**config.mk**
```make
export PLATFORM = sky130hd
export DESIGN_NAME = status_register_stack
export DESIGN_NICKNAME = d
export VERILOG_FILES = /design/src/rtl/status_pkg.sv /design/src/rtl/flag_lifo.sv /design/src/rtl/status_register_stack.sv
export SDC_FILE = /design/constraint.sdc
export NUM_CORES = 1
export LEC_CHECK = 0
export BUFFER_PORTS_ARGS = -buffer_cell sky130_fd_sc_hd__buf_2
export CAP_MARGIN = 10
export CORE_MARGIN = 5
export CORE_UTILIZATION = 45
export DETAILED_ROUTE_END_ITERATION = 16
export PLACE_DENSITY = 0.7
export SETUP_SLACK_MARGIN = 0.4
export SYNTH_ARGS = -nofsm -noshare
export SYNTH_HDL_FRONTEND = slang
export SYNTH_SLANG_ARGS = --single-unit
```
**constraint.sdc**
```tcl
create_clock -name clk -period 1.9 [get_ports clk]
set_input_delay 0.38 -clock clk [delete_from_list [all_inputs] [get_ports clk]]
set_output_delay 0.38 -clock clk [all_outputs]
set_load 0.01 [all_outputs]
```
**src/rtl/status_pkg.sv**
```systemverilog
// Shared status-flag definitions: flag bit positions, default width and the
// stack operation encoding used between the flag register and its save stack.
package status_pkg;

   localparam int STATUS_W = 4;

   localparam int FLAG_N = 3;
   localparam int FLAG_Z = 2;
   localparam int FLAG_C = 1;
   localparam int FLAG_V = 0;

   typedef enum logic [1:0] {
      OP_NONE = 2'd0,
      OP_PUSH = 2'd1,
      OP_POP  = 2'd2,
      OP_SWAP = 2'd3
   } stack_op_e;

endpackage

```
**src/rtl/flag_lifo.sv**
```systemverilog
// Register-array LIFO holding saved flag frames. The caller guarantees that at
// most one of push_en/pop_en/swap_en is set and that each is legal for the depth.
module flag_lifo
   import status_pkg::*;
#(
   parameter int WIDTH = STATUS_W,
   parameter int DEPTH = 4
) (
   input  logic                       clk,
   input  logic                       rst,
   input  logic                       push_en,
   input  logic                       pop_en,
   input  logic                       swap_en,
   input  logic [WIDTH-1:0]           wr_data,
   output logic [WIDTH-1:0]           top_data,
   output logic [$clog2(DEPTH+1)-1:0] depth,
   output logic                       full,
   output logic                       empty
);

   localparam int DW = $clog2(DEPTH+1);

   logic [DW-1:0]    depth_q, depth_d;
   logic [WIDTH-1:0] mem_q [DEPTH];
   logic [WIDTH-1:0] mem_d [DEPTH];

   always_comb begin
      depth_d = depth_q;
      mem_d   = mem_q;
      if (push_en) begin
         depth_d = depth_q + 1'b1;
      end else if (pop_en) begin
         depth_d = depth_q - 1'b1;
      end
      // push writes the slot just above the top; swap overwrites the top itself
      for (int i = 0; i < DEPTH; i++) begin
         if ((push_en && depth_q == DW'(i)) || (swap_en && depth_q == DW'(i + 1))) begin
            mem_d[i] = wr_data;
         end
      end
   end

   always_comb begin
      top_data = '0;
      for (int i = 0; i < DEPTH; i++) begin
         if (depth_q == DW'(i + 1)) begin
            top_data = mem_q[i];
         end
      end
   end

   always_ff @(negedge clk) begin
      mem_q <= mem_d;
   end

   always_ff @(negedge clk or posedge rst) begin
      if (rst) begin
         depth_q <= '0;
      end else begin
         depth_q <= depth_d;
      end
   end

   assign depth = depth_q;
   assign full  = (depth_q == DW'(DEPTH));
   assign empty = (depth_q == '0);

endmodule

```
**src/rtl/status_register_stack.sv**
```systemverilog
// Processor status register with per-bit masked load and a LIFO of saved flag
// frames for nested exception entry/return. All state updates on the falling edge.
module status_register_stack
   import status_pkg::*;
#(
   parameter int               WIDTH       = STATUS_W,
   parameter int               DEPTH       = 4,
   parameter logic [WIDTH-1:0] RESET_VALUE = '0
) (
   input  logic                       clk,
   input  logic                       rst,
   input  logic                       ld,
   input  logic [WIDTH-1:0]           flag_mask,
   input  logic [WIDTH-1:0]           flags_in,
   input  logic                       push,
   input  logic                       pop,
   input  logic                       clr_err,
   output logic [WIDTH-1:0]           flags,
   output logic [$clog2(DEPTH+1)-1:0] depth,
   output logic                       full,
   output logic                       empty,
   output logic                       overflow_err,
   output logic                       underflow_err
);

   logic [WIDTH-1:0] flags_q, flags_d;
   logic             ovf_err_q, ovf_err_d;
   logic             unf_err_q, unf_err_d;

   logic [WIDTH-1:0] ld_val;
   logic [WIDTH-1:0] top_data;
   logic             stk_full, stk_empty;
   logic             ovf_set, unf_set;
   stack_op_e        op;

   assign ld_val = (flags_q & ~flag_mask) | (flags_in & flag_mask);

   always_comb begin
      op      = OP_NONE;
      flags_d = flags_q;
      ovf_set = 1'b0;
      unf_set = 1'b0;
      // A successful restore (pop or swap) owns the flag register; ld is dropped.
      if (push && pop && !stk_empty) begin
         op      = OP_SWAP;
         flags_d = top_data;
      end else if (pop && !push) begin
         if (!stk_empty) begin
            op      = OP_POP;
            flags_d = top_data;
         end else begin
            unf_set = 1'b1;
            if (ld) flags_d = ld_val;
         end
      end else begin
         if (push) begin
            if (!stk_full) op = OP_PUSH;
            else           ovf_set = 1'b1;
         end
         if (ld) flags_d = ld_val;
      end
      ovf_err_d = ovf_set | (ovf_err_q & ~clr_err);
      unf_err_d = unf_set | (unf_err_q & ~clr_err);
   end

   always_ff @(negedge clk or posedge rst) begin
      if (rst) begin
         flags_q   <= RESET_VALUE;
         ovf_err_q <= 1'b0;
         unf_err_q <= 1'b0;
      end else begin
         flags_q   <= flags_d;
         ovf_err_q <= ovf_err_d;
         unf_err_q <= unf_err_d;
      end
   end

   flag_lifo #(
      .WIDTH (WIDTH),
      .DEPTH (DEPTH)
   ) u_lifo (
      .clk      (clk),
      .rst      (rst),
      .push_en  (op == OP_PUSH),
      .pop_en   (op == OP_POP),
      .swap_en  (op == OP_SWAP),
      .wr_data  (flags_q),
      .top_data (top_data),
      .depth    (depth),
      .full     (stk_full),
      .empty    (stk_empty)
   );

   assign flags         = flags_q;
   assign full          = stk_full;
   assign empty         = stk_empty;
   assign overflow_err  = ovf_err_q;
   assign underflow_err = unf_err_q;

endmodule

```
==> flow_summary_export.csv <==
group,metric,value,unit
outcome,outcome,"finished, violations left",
outcome,violations,"setup timing",
power,p_per_area,1650,nW/µm²
sta,final-setup-viol-count,34,
sta,maxSlewHeadroom,71.5,%
cells_and_area,n_antenna_cell,0,
cts,numCtsBuffers,3,
grt,grt_pass1_wl,5760,µm
grt,overflow,0,
logic_synthesis,ys.flop_type,"edfxtp_1",
placement,gp_congestion,0.848,
placement,port_buffers,24,
route,num_vias,1167,
cts,clock_path_buffers,2,
cts,htree_levels,1,
setup_path,worstSetupStartpointType,"flop",
floorplan,core,2730,µm²
sta,worst_slack,-0.719,ns
cts,root_buffer,"clkbuf_4",
grt,grt_max_degree,16,
cells_and_area,final_cell_mix,"buf_6 (21), buf_4 (21), inv_1 (19)",
setup_path,cp_top_family,"flip-flops",
route,routed_wl,4110,µm
cts,insertion_delay,0.43,ns
floorplan,die_w,63.0,µm
setup_path,crit_chain,"inv_2 -> ha_4 -> nand2_4 -> inv_4 -> buf_6",
floorplan,std_cell_rows,19,
sta,tightestPinTransition,0.425,ns
route,drtIter0Drc,74,
logic_synthesis,synth-seq-area-share,55.9,%
sta,rsz0062_at_grt,"true",
cells_and_area,layout.cells.non_filler,205,
setup_path,worstPathRequired,1.52,ns
setup_path,critPathCaptureType,"primary output",
grt,antenna_found_initial,0,
logic_synthesis,synth-edff-count,16,
logic_synthesis,synth-seq-cells,25,
setup_path,arrival,2.24,ns
sta,fin_tns_setup,-9.65,ns
floorplan,pin_count,25,
floorplan,fp.dieH,63.0,µm
route,drc,0,
cts,clock_sinks,25,
grt,grt_usage,18.5,%
cells_and_area,n_fill_cell,154,
power,p_total,3.40,mW
setup_path,worst-path-buf-inv,3,
setup_path,critPathKind,"reg -> out",
logic_synthesis,syn_area_per_cell,13.0,µm²
placement,dp.cells,167,
sta,finalHoldViolCount,0,
logic_synthesis,synth.distinct_cells,25,
power,irDropWorstVdd,1.24,mV
cells_and_area,area_growth_syn_to_layout,62.6,%
cts,clk_pin_slew,0.11,ns
hold_path,worstHoldPathType,"reg -> reg",
floorplan,initial_core_util,46.2,%
setup_path,crit_fanout,3,
sta,fin_skew,0.0981,ns
route,ant_nets,0,
cells_and_area,utilization,75.1,%
placement,place_hpwl,2250,µm
route,dr.pass1.iters,4,
power,power_leakage,0.951,nW
logic_synthesis,synthArstFlopShare,36.0,%
grt,grt_pass1_vias,1188,
route,wire_per_inst,20.0,µm
logic_synthesis,yosysWarningCount,0,
cells_and_area,drive_gt1_share,58.6,%
setup_path,max_stage_delay,0.47,ns
logic_synthesis,synthesis.nets,120,
logic_synthesis,synth_area,1260,µm²
floorplan,dieArea,3960,µm²
route,viasPerCell,5.69,
setup_path,slowest_stage,"dfrtn_1",
cells_and_area,fin_nets,198,
job,maxCapViolCount,0,
cts,cts_tree,"yes",
sta,slew_viol_final,0,
logic_synthesis,netlist_instances,97,
-- worst reg2reg max path, stage by stage, from the launching register on --
cell      delay, ns
dfrtn_1        0.47
inv_2          0.07
buf_6          0.11
buf_6          0.10
buf_6          0.10
buf_6          0.10
buf_6          0.10
buf_6          0.10
buf_6          0.10
buf_6          0.11
ha_4           0.16
nor4b_4        0.15
a221oi_2       0.34
o32ai_1        0.15
-- area by class of cell --
cell class                      instances  area [µm²]  share of cell area (%)
Multi-Input combinational cell         57         671                    32.7
Clock buffer                            3        22.5                    1.10
Inverter                               11        47.5                    2.32
Clock inverter                         17        68.8                    3.35
Timing Repair Buffer                   61         499                    24.3
Tap cell                               31        38.8                    1.89
Sequential cell                        25         706                    34.4
-- what timing repair did --
item,CTS,global route
pin swaps,15,10
setup endpoints to repair,36,36
hold buffers,0,0
resized for setup,32,24
buffers inserted,12,7
hold endpoints to repair,0,0
-- power by group --
part           switching (mW)  internal (mW)
sequential             0.0828          0.763
combinational           0.997           1.11
clock                   0.313          0.130
-- layer usage --
metal  track usage [%]  up-vias  wire length (µm)
met5                 0        -                 0
met4              6.90        0                65
met3              2.52        7               266
met2              32.6       53              2110
met1              22.7      585              1670
li1                  -      522                 -
-- path summary, 6_finish.rpt --
kind,from,endpoint,slack (ns),cells past startpoint
max,u_lifo.depth[1],full,-0.72,5
min,overflow_err,overflow_err,0.44,1
max reg2reg,u_lifo.depth[1],flags[2],-0.43,13
min reg2reg,overflow_err,overflow_err,0.44,1
max in group asynchronous,rst,flags[0],0.79,2
min in group asynchronous,rst,u_lifo.depth[1],0.82,2
-- kinds of logic (layout without fill, tap and decap cells) --
group | Yosys count | count (layout) | synth area share, %
flip-flops | 25 | 25 | 55.9
buffers and inverters | 15 | 92 | 5.45
AO/OA/AOI/OAI | 30 | 30 | 19.7
multiplexers | 4 | 4 | 3.17
XOR/XNOR | 1 | 1 | 0.694
AND/OR/NAND/NOR | 13 | 13 | 6.14
adder cells (fa/ha/maj) | 9 | 9 | 8.92
-- synthesized netlist by cell type, types with 2 or more instances --
cell      number  area (µm²)
nor2_1         2        7.51
nand2_1        9        33.8
o21ai_0        4        20.0
inv_1         11        41.3
mux2i_1        4        40.0
a22o_2         2        20.0
a22o_1         3        26.3
a21boi_0       4        30.0
o32ai_1        5        43.8
ha_1           9         113
a221oi_1       4        35.0
edfxtp_1      16         480
a22oi_1        3        22.5
a32o_1         2        20.0
dfrtn_1        9         225
-- sequential cells by signal (all words and copies together), names as in the netlist --
name / cells
overflow_err: 1
u_lifo.mem_q: 16
underflow_err: 1
flags: 4
u_lifo.depth: 3
-- per-stage QoR --
stage | cell area, µm² | hold WS (ns) | worst slack (ns)
after floorplan | 1310 | 0.493 | -0.507
after global placement | 1570 | 0.442 | -0.630
after detailed placement | 1570 | 0.440 | -0.676
after CTS | 1900 | 0.443 | -0.653
after global routing | 2050 | 0.471 | -0.752
final | 2050 | 0.440 | -0.719
Power figures use the tool's default switching activity.
